--- config.mk ---
export PLATFORM = sky130hd
export DESIGN_NAME = uart_packet_parser_flat
export DESIGN_NICKNAME = d
export VERILOG_FILES = /design/src/rtl/uart_packet_parser_if.sv /design/src/rtl/uart_packet_parser.sv /design/src/flat_wrapper.sv
export SDC_FILE = /design/constraint.sdc
export NUM_CORES = 1
export LEC_CHECK = 0
export ABC_AREA = 1
export CAP_MARGIN = 20
export CORE_UTILIZATION = 50
export DETAILED_ROUTE_END_ITERATION = 10
export PLACE_DENSITY = 0.74
export SLEW_MARGIN = 40
export SYNTH_ARGS = -nofsm -noshare
export SYNTH_HDL_FRONTEND = slang
export SYNTH_SLANG_ARGS = --single-unit
export TNS_END_PERCENT = 100
--- constraint.sdc ---
create_clock -name clk -period 1.96 [get_ports clk]
set_input_delay 0.196 -clock clk [delete_from_list [all_inputs] [get_ports clk]]
set_output_delay 0.196 -clock clk [all_outputs]
set_load 0.02 [all_outputs]
--- src/rtl/uart_packet_parser_if.sv ---
// rtl/uart_packet_parser_if.sv - byte-in / payload-out bundle for the UART packet parser
interface uart_packet_parser_if;
    logic [7:0] in_data;
    logic       in_valid;
    logic [6:0] addr;
    logic [7:0] out_data;
    logic       out_valid;
    logic       out_sop;
    logic       out_eop;
    logic       pkt_ok;
    logic       pkt_err;
    logic       busy;

    modport master (
        output in_data, in_valid,
        input  addr, out_data, out_valid, out_sop, out_eop, pkt_ok, pkt_err, busy
    );

    modport slave (
        input  in_data, in_valid,
        output addr, out_data, out_valid, out_sop, out_eop, pkt_ok, pkt_err, busy
    );
endinterface

--- src/rtl/uart_packet_parser.sv ---
// rtl/uart_packet_parser.sv - frames PREFIX/addr/len/payload/crc packets from a UART byte stream
module uart_packet_parser #(
    parameter logic [7:0] PREFIX    = 8'hEE,
    parameter bit         CHECK_CRC = 1'b0,
    parameter int         TIMEOUT   = 200000
) (
    input  logic                  clk,
    input  logic                  rst,
    uart_packet_parser_if.slave   bus
);
    typedef enum logic [2:0] {
        S_IDLE,
        S_ADDR,
        S_LEN,
        S_PAYLOAD,
        S_CRC
    } state_t;

    localparam logic [17:0] IDLE_LAST = 18'(TIMEOUT - 1);

    state_t      state_q, state_d;
    logic [6:0]  addr_q, addr_d;
    logic [7:0]  cnt_q, cnt_d;
    logic [7:0]  crc_q, crc_d;
    logic        first_q, first_d;
    logic [17:0] idle_q, idle_d;
    logic [7:0]  out_data_q, out_data_d;
    logic        out_valid_q, out_valid_d;
    logic        out_sop_q, out_sop_d;
    logic        out_eop_q, out_eop_d;
    logic        pkt_ok_q, pkt_ok_d;
    logic        pkt_err_q, pkt_err_d;
    logic        busy_q, busy_d;
    logic        timeout;

    // A byte arriving on the last idle cycle wins over the timeout.
    assign timeout = (state_q != S_IDLE) && !bus.in_valid && (idle_q == IDLE_LAST);

    always_comb begin
        state_d     = state_q;
        addr_d      = addr_q;
        cnt_d       = cnt_q;
        crc_d       = crc_q;
        first_d     = first_q;
        out_data_d  = out_data_q;
        out_valid_d = 1'b0;
        out_sop_d   = 1'b0;
        out_eop_d   = 1'b0;
        pkt_ok_d    = 1'b0;
        pkt_err_d   = 1'b0;
        idle_d      = (bus.in_valid || state_q == S_IDLE) ? 18'd0 : idle_q + 18'd1;

        if (bus.in_valid) begin
            case (state_q)
                S_IDLE: begin
                    if (bus.in_data == PREFIX) begin
                        state_d = S_ADDR;
                    end
                end
                S_ADDR: begin
                    addr_d  = bus.in_data[6:0];
                    crc_d   = bus.in_data;
                    state_d = S_LEN;
                end
                S_LEN: begin
                    cnt_d = bus.in_data;
                    crc_d = crc_q ^ bus.in_data;
                    if (bus.in_data == 8'd0) begin
                        pkt_err_d = 1'b1;
                        state_d   = S_IDLE;
                    end else begin
                        first_d = 1'b1;
                        state_d = S_PAYLOAD;
                    end
                end
                S_PAYLOAD: begin
                    out_data_d  = bus.in_data;
                    out_valid_d = 1'b1;
                    out_sop_d   = first_q;
                    out_eop_d   = (cnt_q == 8'd1);
                    first_d     = 1'b0;
                    crc_d       = crc_q ^ bus.in_data;
                    cnt_d       = cnt_q - 8'd1;
                    if (cnt_q == 8'd1) begin
                        state_d = S_CRC;
                    end
                end
                S_CRC: begin
                    if (!CHECK_CRC || bus.in_data == crc_q) begin
                        pkt_ok_d = 1'b1;
                    end else begin
                        pkt_err_d = 1'b1;
                    end
                    state_d = S_IDLE;
                end
                default: begin
                    state_d = S_IDLE;
                end
            endcase
        end else if (timeout) begin
            pkt_err_d = 1'b1;
            state_d   = S_IDLE;
            idle_d    = 18'd0;
        end

        busy_d = (state_d != S_IDLE);
    end

    always_ff @(posedge clk) begin
        if (rst) begin
            state_q     <= S_IDLE;
            addr_q      <= 7'd0;
            cnt_q       <= 8'd0;
            crc_q       <= 8'd0;
            first_q     <= 1'b0;
            idle_q      <= 18'd0;
            out_data_q  <= 8'd0;
            out_valid_q <= 1'b0;
            out_sop_q   <= 1'b0;
            out_eop_q   <= 1'b0;
            pkt_ok_q    <= 1'b0;
            pkt_err_q   <= 1'b0;
            busy_q      <= 1'b0;
        end else begin
            state_q     <= state_d;
            addr_q      <= addr_d;
            cnt_q       <= cnt_d;
            crc_q       <= crc_d;
            first_q     <= first_d;
            idle_q      <= idle_d;
            out_data_q  <= out_data_d;
            out_valid_q <= out_valid_d;
            out_sop_q   <= out_sop_d;
            out_eop_q   <= out_eop_d;
            pkt_ok_q    <= pkt_ok_d;
            pkt_err_q   <= pkt_err_d;
            busy_q      <= busy_d;
        end
    end

    assign bus.addr      = addr_q;
    assign bus.out_data  = out_data_q;
    assign bus.out_valid = out_valid_q;
    assign bus.out_sop   = out_sop_q;
    assign bus.out_eop   = out_eop_q;
    assign bus.pkt_ok    = pkt_ok_q;
    assign bus.pkt_err   = pkt_err_q;
    assign bus.busy      = busy_q;
endmodule

--- src/flat_wrapper.sv ---
// flat-port wrapper written by rule: the top's interface ports become plain ports
module uart_packet_parser_flat 
#(
    parameter logic [7:0] PREFIX    = 8'hEE,
    parameter bit         CHECK_CRC = 1'b0,
    parameter int         TIMEOUT   = 200000
)
  (clk, rst, bus_in_data, bus_in_valid, bus_addr, bus_out_data, bus_out_valid, bus_out_sop, bus_out_eop, bus_pkt_ok, bus_pkt_err, bus_busy);
  uart_packet_parser_if bus_i ();
  input  logic clk;
  input  logic rst;
  input wire logic [$bits(bus_i.in_data)-1:0] bus_in_data;
  input wire logic [$bits(bus_i.in_valid)-1:0] bus_in_valid;
  output wire logic [$bits(bus_i.addr)-1:0] bus_addr;
  output wire logic [$bits(bus_i.out_data)-1:0] bus_out_data;
  output wire logic [$bits(bus_i.out_valid)-1:0] bus_out_valid;
  output wire logic [$bits(bus_i.out_sop)-1:0] bus_out_sop;
  output wire logic [$bits(bus_i.out_eop)-1:0] bus_out_eop;
  output wire logic [$bits(bus_i.pkt_ok)-1:0] bus_pkt_ok;
  output wire logic [$bits(bus_i.pkt_err)-1:0] bus_pkt_err;
  output wire logic [$bits(bus_i.busy)-1:0] bus_busy;
  assign bus_i.in_data = bus_in_data;
  assign bus_i.in_valid = bus_in_valid;
  assign bus_addr = bus_i.addr;
  assign bus_out_data = bus_i.out_data;
  assign bus_out_valid = bus_i.out_valid;
  assign bus_out_sop = bus_i.out_sop;
  assign bus_out_eop = bus_i.out_eop;
  assign bus_pkt_ok = bus_i.pkt_ok;
  assign bus_pkt_err = bus_i.pkt_err;
  assign bus_busy = bus_i.busy;
  uart_packet_parser #(.PREFIX(PREFIX), .CHECK_CRC(CHECK_CRC), .TIMEOUT(TIMEOUT)) u_core (.clk(clk), .rst(rst), .bus(bus_i));
endmodule
## Yosys cells after proc, flatten, opt, wreduce, memory -nomap -nowiden

Index checks and enable logic that the tools add are counted.
W data, S select, Z words.

| word-level totals | value |
|---|---|
| bits in latches | 0 |
| memories kept | 0 |
| flip-flop bits (word level) | 51 |
| output and inout bits | 21 |
| memory bits (writable) | 0 |
| ROM bits | 0 |
| word-level logic and storage cells | 57 |
| bits of input ports | 11 |

| cells by class | value |
|---|---|
| order comparisons | 0 |
| equal/unequal tests | 8 |
| divide/modulo/power cells | 0 |
| multiplexer cells | 18 |
| reduce and logical (&&, ||, !) cells | 15 |
| add/subtract/negate cells | 2 |
| bitwise operators | 2 |
| multiply operators | 0 |
| shift-type cells | 0 |

Operator list:

| kind | number |
|---|---|
| $mux W18 | 3 |
| $add A18 B1 Y18 const B | 1 |
| $eq A18 B18 Y1 const B | 1 |
| $pmux W8 S2 | 1 |
| $mux W3 | 4 |
| $pmux W3 S4 | 1 |
| $eq A8 B1 Y1 const B | 1 |
| $eq A8 B8 Y1 const B | 1 |
| $logic_not A8 Y1 | 1 |
| $sub A8 B1 Y8 const B | 1 |
| $mux W1 | 7 |
| $eq A3 B2 Y1 const B | 2 |
| $reduce_and A2 Y1 | 3 |
| $reduce_bool A3 Y1 | 2 |
| $eq A3 B1 Y1 const B | 1 |
| $eq A3 B3 Y1 const B | 1 |
| $logic_not A3 Y1 | 1 |
| $reduce_and A3 Y1 | 1 |
| $reduce_or A3 Y1 | 1 |
| $logic_and A1 B1 Y1 | 2 |
| $mux W2 | 1 |
| $ne A2 B2 Y1 const B | 1 |
| $not A1 Y1 | 2 |
| $pmux W1 S2 | 1 |
| 4 further kinds | 4 |

## Logic depth before layout (Yosys ltp)

Gate-level depths: netlist of run 1.

| logic depth | value |
|---|---|
| depth in word-level cells | 6 |
| mapped depth | 11 |
| mapped depth without buffers | 11 |

## Worst setup path before layout of run 1

No wires, ideal clock.

| timing path | value |
|---|---|
| path kind | reg-to-reg |
| start | register u_core.idle_q[0] |
| end | register u_core.idle_q[0] |
| setup time | 0.119 ns |
| buffers on the path | 1 |
| clock period less this slack | 1.446 ns |
| stages on the path, launching flop included | 10 |
| setup slack | 0.514 ns |
| arrival | 1.327 ns |
| cell sequence | dfxtp_1 ha_1 nand3_2 nor2_4 nand3_1 nand2_1 inv_2 nand2_4 buf_6 nor2_1 |

| between the ends | value |
|---|---|
| word-level cells in the longest chain between the ends | 4 |
| elaborated cells on any way between the ends | 6 |

RTL lines:

| what | RTL line | source |
|---|---|---|
| start: declaration | uart_packet_parser.sv:26 | `logic [17:0] idle_q, idle_d;` |
| start signal: assignment | uart_packet_parser.sv:130 | `idle_q <= idle_d;` |
| $add A18 B1 Y18 / $eq A18 B18 Y1 (equally long branches) | uart_packet_parser.sv:51, uart_packet_parser.sv:37 |  |
| $mux W18 / $logic_and A1 B1 Y1 (equally long branches) | uart_packet_parser.sv:51, uart_packet_parser.sv:37 |  |
| $mux W18 | uart_packet_parser.sv:100 | `end else if (timeout) begin` |
| $mux W18 * | uart_packet_parser.sv:53 | `if (bus.in_valid) begin` |

Mark *: on every way between the ends. The rest lies on a longest branch, timed or not.
A chain may end at the register's enable or synchronous reset.

## Worst setup path after layout of run 1

| timing path | value |
|---|---|
| start | register u_core.idle_q[1] |
| end | register u_core.idle_q[11] |

The elaborated chain is that of the path after synthesis.

==> impl_metrics.env, run 1 <==
export IMPL_share_of_the_synthesized_netlist_area_taken_by_xor_and_xnor_gates_pct=5.13
export IMPL_layout_cells_most_common_list="sky130_fd_sc_hd__nor2_1 (77), sky130_fd_sc_hd__nand2_1 (62), sky130_fd_sc_hd__dfxtp_1 (51)"
export IMPL_die_h_um=71.2
export IMPL_wl_met3_um=233
export IMPL_finalInstanceArea_um2=2870
export IMPL_place_detailed_hpwl_mm=3.91
export IMPL_overflow=0
export IMPL_number_of_antenna_violations_at_the_first_check_in_global_routing=0
export IMPL_worst_slack_ps=453
export IMPL_synth_seq_area_share_pct=42.7
export IMPL_routed_via_count=2185
export IMPL_place_detailed_instances=422
export IMPL_clock_tree_buffer_depth=2
export IMPL_portBuffers=31
export IMPL_regToRegSetupSlack_ps=450
export IMPL_final_standard_cell_utilization_of_the_core_pct=64.1
export IMPL_worst_hold_path_num_cells=2
export IMPL_post_drt_via_cell_ratio=5.08
export IMPL_layout_area_overhead_vs_synth_pct=20.0
export IMPL_dr_pass1_iterations=7
export IMPL_design_die_area_um2=5060
export IMPL_power_density_nw_per_um2=594
export IMPL_outcome="complete, but fails checks"
export IMPL_worst_hold_startpoint="u_core.cnt_q[7]$_SDFFE_PP0P_"
export IMPL_post_synth_inst_count=337
export IMPL_crit_end_element="register"
export IMPL_setup_violations=0
export IMPL_cts_tree="built"
export IMPL_ys_warnings_count=0
export IMPL_holdWs_ps=484
export IMPL_clock_insertion_delay_worst_skew_ps=310
export IMPL_synth_lib_cells_used_distinct=28
export IMPL_maxClockFrequency_mhz=664
export IMPL_diodes=0
export IMPL_fill_cells=418
export IMPL_cts_hold_fix_buffers=0
export IMPL_die_w_um=71.2
export IMPL_final_max_slew_violation_count=0
export IMPL_r2r_worst_path_cells=8
export IMPL_hold_path_class="reg -> reg"
export IMPL_grt_max_degree=19
export IMPL_detailedPlace_worstSlack_ps=235
export IMPL_synth_simple_gate_area_share_pct=33.8
export IMPL_synthesis_area_um2=2390
export IMPL_final_hold_viol_count=0
export IMPL_clock_sinks=51
export IMPL_leading_cell_type_in_the_layout_fill_and_taps_excluded="sky130_fd_sc_hd__nor2_1"
export IMPL_totalWireLength_mm=5.21
export IMPL_muxShareOfSynthArea_pct=0
export IMPL_antenna_left=0
export IMPL_met1_routed_length_mm=2.67
export IMPL_timing_critical_path_from_type="register"
export IMPL_crit_fanout=17
export IMPL_hold_path_endpoint="u_core.cnt_q[7]$_SDFFE_PP0P_"
export IMPL_detail_route_iter0_violations=174
export IMPL_relSlewSlack_pct=78.2
export IMPL_comb_power_share_pct=4.1
export IMPL_clock_skew_ps=5.42
export IMPL_total_switching_power_mw=0.388
export IMPL_cts_inserted_buffers=5
export IMPL_synth_fp_nets=351
export IMPL_placeableCoreArea_um2=4470
export IMPL_cellInternalPower_mw=1.32
export IMPL_cts_post_setup_buffers_inserted=0
export IMPL_first_pass_grt_wire_length_mm=9.16
export IMPL_worst_endpoint_required_ps=2160
export IMPL_clock_tree_root_cell="sky130_fd_sc_hd__clkbuf_8"
export IMPL_setup_worst_path_class="reg -> reg"
export IMPL_p_leak_nw=1.13
export IMPL_power_switching_share_pct=22.7
export IMPL_failed_checks="DRC"
export IMPL_syn_avg_cell_area_um2=7.10
export IMPL_power_share_clock_pct=35.1
export IMPL_first_global_vias=2008
export IMPL_post_cts_resized=0
export IMPL_timing_critical_path_arrival_ps=1710
export IMPL_gpl_final_weighted_congestion=0.862
export IMPL_synth_adder_area_share_pct=1.57
export IMPL_top_metal_layer_carrying_routed_signals="met4"
export IMPL_drc=2
export IMPL_synth_compound_area_share_pct=9.63
export IMPL_grt_use_total_pct=22.9
export IMPL_rsz0062_at_grt="no"
export IMPL_drv_cap=0
export IMPL_routed_wire_length_per_instance_um=12.1
export IMPL_fraction_of_final_layout_cells_sized_beyond_drive_strength_1_pct=8.73
export IMPL_rr_startpoint="u_core.idle_q[1]$_SDFF_PP0_"
export IMPL_r2r_end="u_core.idle_q[11]$_SDFF_PP0_"
export IMPL_final_net_count=391
export IMPL_final_cell_count_no_fill=430
export IMPL_final_min_period_over_clock_period_pct=76.9
export IMPL_htree_num_levels=2
export IMPL_initial_utilization_pct=53.4
export IMPL_power_total_mw=1.70
export IMPL_ir_drop_uv=395
export IMPL_sequentialPowerShare_pct=60.8
export IMPL_layout_min_cycle_time_ps=1510
export IMPL_postPlaceCellArea_um2=2790
export IMPL_postSynthRegisterBits=51
export IMPL_totalNegativeSetupSlack_ps=0
export IMPL_path_clk_slew_ps=90
export IMPL_top_level_ports=32
export IMPL_worst_slew_pin_transition_ps=325
export IMPL_metal2_wl_mm=2.25
export IMPL_largest_family_of_logic_cells_by_synthesized_area="simple AND/OR/NAND/NOR gates"
export IMPL_row_count=24
## power groups by stage
stage,clock network (mW),logic [mW],registers [mW]
2_1_floorplan,0,0.0256,1.06
6_report,0.599,0.0700,1.04
3_3_place_gp,0,0.0690,1.06
4_1_cts,0.616,0.0695,1.04
5_1_grt,0.655,0.0760,1.04
3_5_place_dp,0,0.0693,1.06
## cells in the mapped netlist
| master | n | share of area (%) |
|---|---|---|
| sky130_fd_sc_hd__inv_2 | 6 | 0.94 |
| sky130_fd_sc_hd__buf_4 | 3 | 0.94 |
| sky130_fd_sc_hd__clkbuf_1 | 2 | 0.31 |
| sky130_fd_sc_hd__xnor2_1 | 3 | 1.1 |
| sky130_fd_sc_hd__nor3b_1 | 1 | 0.31 |
| sky130_fd_sc_hd__nand3_1 | 19 | 4.0 |
| sky130_fd_sc_hd__a21oi_1 | 14 | 2.9 |
| sky130_fd_sc_hd__nand2_1 | 62 | 9.7 |
| sky130_fd_sc_hd__o21ai_1 | 1 | 0.21 |
| sky130_fd_sc_hd__dfxtp_1 | 51 | 43 |
| sky130_fd_sc_hd__xor2_1 | 11 | 4.0 |
| sky130_fd_sc_hd__nor2_4 | 4 | 1.9 |
| sky130_fd_sc_hd__o21ai_0 | 24 | 5.0 |
| sky130_fd_sc_hd__o22ai_1 | 1 | 0.26 |
| sky130_fd_sc_hd__nand4_1 | 4 | 1.0 |
| sky130_fd_sc_hd__o211ai_1 | 3 | 0.94 |
| sky130_fd_sc_hd__nor2_2 | 2 | 0.52 |
| sky130_fd_sc_hd__nand2_2 | 2 | 0.52 |
| sky130_fd_sc_hd__nor4_1 | 1 | 0.26 |
| sky130_fd_sc_hd__nand2_4 | 1 | 0.47 |
| sky130_fd_sc_hd__buf_6 | 1 | 0.47 |
| sky130_fd_sc_hd__nor3_1 | 8 | 1.7 |
| sky130_fd_sc_hd__nor3_2 | 2 | 0.84 |
| sky130_fd_sc_hd__ha_1 | 3 | 1.6 |
| sky130_fd_sc_hd__inv_1 | 29 | 4.6 |
| sky130_fd_sc_hd__nor2_1 | 77 | 12 |
| sky130_fd_sc_hd__nand3_2 | 1 | 0.42 |
| sky130_fd_sc_hd__a31oi_1 | 1 | 0.26 |
## metal layers
metal	vias up	global-route usage (%)
met2	49	34.7
met5	-	0
met3	5	5.56
li1	1150	-
met4	0	6.89
met1	981	32.2
## cells by family (layout without fill, tap and decap cells)
| family | after synthesis | count (layout) |
|---|---|---|
| flip-flops | 51 | 51 |
| adder cells (fa/ha/maj) | 3 | 3 |
| buffers and inverters | 41 | 82 |
| XOR/XNOR | 14 | 14 |
| AO/OA/AOI/OAI | 44 | 44 |
| AND/OR/NAND/NOR | 184 | 184 |
## how the worst max path moves through the flow
stage / startpoint / to / depth (start not counted)
final: u_core.idle_q[1]$_SDFF_PP0_ / u_core.idle_q[11]$_SDFF_PP0_ / 8
after global routing: u_core.idle_q[1]$_SDFF_PP0_ / u_core.bus.busy$_SDFF_PP0_ / 10
after CTS: u_core.idle_q[1]$_SDFF_PP0_ / u_core.idle_q[11]$_SDFF_PP0_ / 8
after detailed placement: bus_in_valid / u_core.cnt_q[1]$_SDFFE_PP0P_ / 8
after global placement: bus_in_valid / u_core.cnt_q[1]$_SDFFE_PP0P_ / 8
after floorplan: u_core.idle_q[0]$_SDFF_PP0_ / u_core.idle_q[0]$_SDFF_PP0_ / 9
## critical path, cell delays in order, from the launching register on
cell                      delay, ps
sky130_fd_sc_hd__dfxtp_1        360
sky130_fd_sc_hd__ha_1           210
sky130_fd_sc_hd__nand3_2        150
sky130_fd_sc_hd__nor2_4         180
sky130_fd_sc_hd__nand3_1        120
sky130_fd_sc_hd__nand2_1         90
sky130_fd_sc_hd__inv_2           50
sky130_fd_sc_hd__nand2_4        170
sky130_fd_sc_hd__nor2_1          80
## final cells by class
cell class              instances  area, µm²  share of cell area, %
flip-flops and latches         51       1020                   35.6
repair buffers                 39        370                   12.9
well taps                      52       65.1                   2.27
clock buffers                   6       72.6                   2.53
clock inverters                 2       12.5                  0.436
multi-input cells             245       1200                   41.7
inverters                      35        131                   4.58
## state kept, by name, summed over array words and instances (netlist names)
signal,cells
u_core.idle_q,18
u_core.bus.out_data,8
u_core.cnt_q,8
u_core.bus.addr,7
u_core.state_q,3
u_core.bus.busy,1
u_core.bus.out_eop,1
u_core.bus.out_sop,1
u_core.bus.out_valid,1
u_core.bus.pkt_err,1
u_core.bus.pkt_ok,1
u_core.first_q,1
(Power assumes the default switching activity.)
==> run 2: changes to the inputs <==
--- a/config.mk
+++ b/config.mk
@@ -7,9 +7,9 @@
 export LEC_CHECK = 0
 export ABC_AREA = 1
 export CAP_MARGIN = 20
-export CORE_UTILIZATION = 50
+export CORE_UTILIZATION = 49
 export DETAILED_ROUTE_END_ITERATION = 10
-export PLACE_DENSITY = 0.74
+export PLACE_DENSITY = 0.75
 export SLEW_MARGIN = 40
 export SYNTH_ARGS = -nofsm -noshare
 export SYNTH_HDL_FRONTEND = slang
==> constraint.sdc (replaced) <==
create_clock -name clk -period 1.3 [get_ports clk]
set_input_delay 0.13 -clock clk [delete_from_list [all_inputs] [get_ports clk]]
set_output_delay 0.13 -clock clk [all_outputs]
set_load 0.02 [all_outputs]
==> impl_metrics.env, run 2 (synthesized netlist as in run 1, its figures left out) <==
export IMPL_row_count=25
export IMPL_outcome="complete, but fails checks"
export IMPL_overflow=0
export IMPL_layout_cells_most_common_list="sky130_fd_sc_hd__nor2_1 (70), sky130_fd_sc_hd__buf_4 (56), sky130_fd_sc_hd__nand2_1 (53)"
export IMPL_final_max_slew_violation_count=0
export IMPL_place_detailed_hpwl_mm=4.28
export IMPL_failed_checks="setup timing"
export IMPL_top_level_ports=32
export IMPL_power_switching_share_pct=22.2
export IMPL_routed_via_count=2515
export IMPL_power_share_clock_pct=35.6
export IMPL_portBuffers=31
export IMPL_number_of_antenna_violations_at_the_first_check_in_global_routing=0
export IMPL_comb_power_share_pct=5.5
export IMPL_timing_critical_path_arrival_ps=1580
export IMPL_detail_route_iter0_violations=264
export IMPL_final_min_period_over_clock_period_pct=107
export IMPL_power_total_mw=2.63
export IMPL_crit_path_max_incr_delay_ps=380
export IMPL_finalInstanceArea_um2=3520
export IMPL_totalWireLength_mm=6.54
export IMPL_fraction_of_final_layout_cells_sized_beyond_drive_strength_1_pct=30.3
export IMPL_crit_fanout=5
export IMPL_total_switching_power_mw=0.584
export IMPL_clock_insertion_delay_worst_skew_ps=300
export IMPL_drc=0
export IMPL_ir_drop_uv=707
export IMPL_cts_inserted_buffers=5
export IMPL_regMostFlops="u_core.idle_q"
export IMPL_routed_wire_length_per_instance_um=13.1
export IMPL_first_global_vias=2252
export IMPL_initial_utilization_pct=50.6
export IMPL_dr_pass1_iterations=5
export IMPL_worst_slack_ps=-92.4
export IMPL_worst_slew_pin_transition_ps=316
export IMPL_diodes=0
export IMPL_worst_endpoint_required_ps=1490
export IMPL_clock_skew_ps=7.45
export IMPL_cts_tree="built"
export IMPL_die_w_um=71.9
export IMPL_p_leak_nw=1.55
export IMPL_hold_path_class="reg -> reg"
export IMPL_crit_end_element="register"
export IMPL_relSlewSlack_pct=78.7
export IMPL_placeableCoreArea_um2=4720
export IMPL_path_clk_slew_ps=90
export IMPL_setup_violations=11
export IMPL_layout_area_overhead_vs_synth_pct=47.3
export IMPL_gpl_final_weighted_congestion=0.881
export IMPL_setup_worst_path_class="reg -> reg"
export IMPL_sequentialPowerShare_pct=58.9
export IMPL_post_drt_via_cell_ratio=5.03
export IMPL_cts_hold_fix_buffers=0
export IMPL_design_die_area_um2=5160
export IMPL_clock_tree_root_cell="sky130_fd_sc_hd__clkbuf_8"
export IMPL_clock_sinks=51
export IMPL_die_h_um=71.9
export IMPL_grt_use_total_pct=24.3
export IMPL_largest_reg_flops=18
export IMPL_first_pass_grt_wire_length_mm=9.90
export IMPL_totalNegativeSetupSlack_ps=-316
export IMPL_leading_cell_type_in_the_layout_fill_and_taps_excluded="sky130_fd_sc_hd__nor2_1"
export IMPL_final_hold_viol_count=0
export IMPL_antenna_left=0
export IMPL_cellInternalPower_mw=2.05
export IMPL_crit_slowest_cell="sky130_fd_sc_hd__dfxtp_4"
export IMPL_layout_min_cycle_time_ps=1390
export IMPL_grt_max_degree=19
export IMPL_drv_cap=0
export IMPL_clock_tree_buffer_depth=2
export IMPL_final_net_count=446
export IMPL_postPlaceCellArea_um2=3140
export IMPL_timing_critical_path_from_type="register"
export IMPL_critical_path_cell_chain="inv_4 > nand2_2 > nor2_4 > inv_4 > buf_4 > nand2_1 > o211ai_1 > o211ai_1 > inv_1"
export IMPL_maxClockFrequency_mhz=718
export IMPL_htree_num_levels=2
export IMPL_power_density_nw_per_um2=748
export IMPL_rsz0062_at_grt="yes"
run 2: cell count changes in the layout (fill, tap and decap cells not counted), moves of 4 or more:
cell,change
sky130_fd_sc_hd__dfxtp_4,+5
sky130_fd_sc_hd__clkdlybuf4s50_1,-21
sky130_fd_sc_hd__nand2_1,-9
sky130_fd_sc_hd__inv_1,-5
sky130_fd_sc_hd__nor2_2,+5
sky130_fd_sc_hd__nand3_2,+4
sky130_fd_sc_hd__dlygate4sd2_1,+21
sky130_fd_sc_hd__dfxtp_1,-12
sky130_fd_sc_hd__nand3_1,-5
sky130_fd_sc_hd__nor2_1,-7
sky130_fd_sc_hd__dfxtp_2,+7
sky130_fd_sc_hd__nand2_2,+8
sky130_fd_sc_hd__buf_4,+48
run 2: repair_timing:
| action | CTS | global route |
|---|---|---|
| cloned | 1 | 2 |
| endpoints found under the setup margin | 48 | 42 |
| gates resized for setup | 33 | 51 |
| pin swaps | 5 | 17 |
| buffers inserted | 2 | 9 |
run 2: worst paths after layout:
check                                                      to  cells past startpoint  slack, ps                         start
worst max-delay path             u_core.cnt_q[1]$_SDFFE_PP0P_                      9        -90  u_core.state_q[2]$_SDFF_PP0_
worst min-delay path            u_core.bus.out_sop$_SDFF_PP0_                      1        490   u_core.first_q$_SDFFE_PP0P_
worst max register to register   u_core.cnt_q[1]$_SDFFE_PP0P_                      9        -90  u_core.state_q[2]$_SDFF_PP0_
worst min register to register  u_core.bus.out_sop$_SDFF_PP0_                      1        490   u_core.first_q$_SDFFE_PP0P_
run 2: critical path: cells and delay by family, from the launching register on:
family / cells / cell delay [ps]
DFF: 1 / 380
AOI/OAI and AO/OA: 2 / 200
buffers and inverters: 4 / 360
and+or+nand+nor: 3 / 330
run 2: stage by stage:
stage | util [%] | instances | hold slack (ps) | worst slack [ps]
6_report | 74.5 | 500 | 488 | -92.4
5_1_grt | 74.5 | 500 | 500 | -169
4_1_cts | 69.1 | 489 | 488 | -28.9
3_5_place_dp | 66.5 | 478 | 472 | -180
3_3_place_gp | 66.5 | 478 | 463 | -133
2_1_floorplan | - | 337 | 265 | -15.5
run 2: metal layers:
layer	vias up	wire, µm	track usage (%)
li1	1273	-	-
met1	1171	3140	34.5
met2	69	3080	38.3
met3	2	291	3.38
met4	0	31	8.06
met5	-	0	0
run 2: power groups by stage:
stage	Clock (mW)	Combinational, mW	Sequential, mW
3_3_place_gp	0	0.128	1.60
3_5_place_dp	0	0.129	1.60
6_report	0.938	0.145	1.55
2_1_floorplan	0	0.0386	1.60
5_1_grt	1.00	0.154	1.55
4_1_cts	0.942	0.135	1.56
run 2: cell type report:
| class | instances | area (µm²) |
|---|---|---|
| clock buffers | 7 | 86.3 |
| flip-flops and latches | 51 | 1050 |
| multi-input cells | 247 | 1380 |
| well taps | 67 | 83.8 |
| inverters | 35 | 141 |
| repair buffers | 92 | 778 |
| fillers | 345 | 1200 |
| clock inverters | 1 | 5.00 |
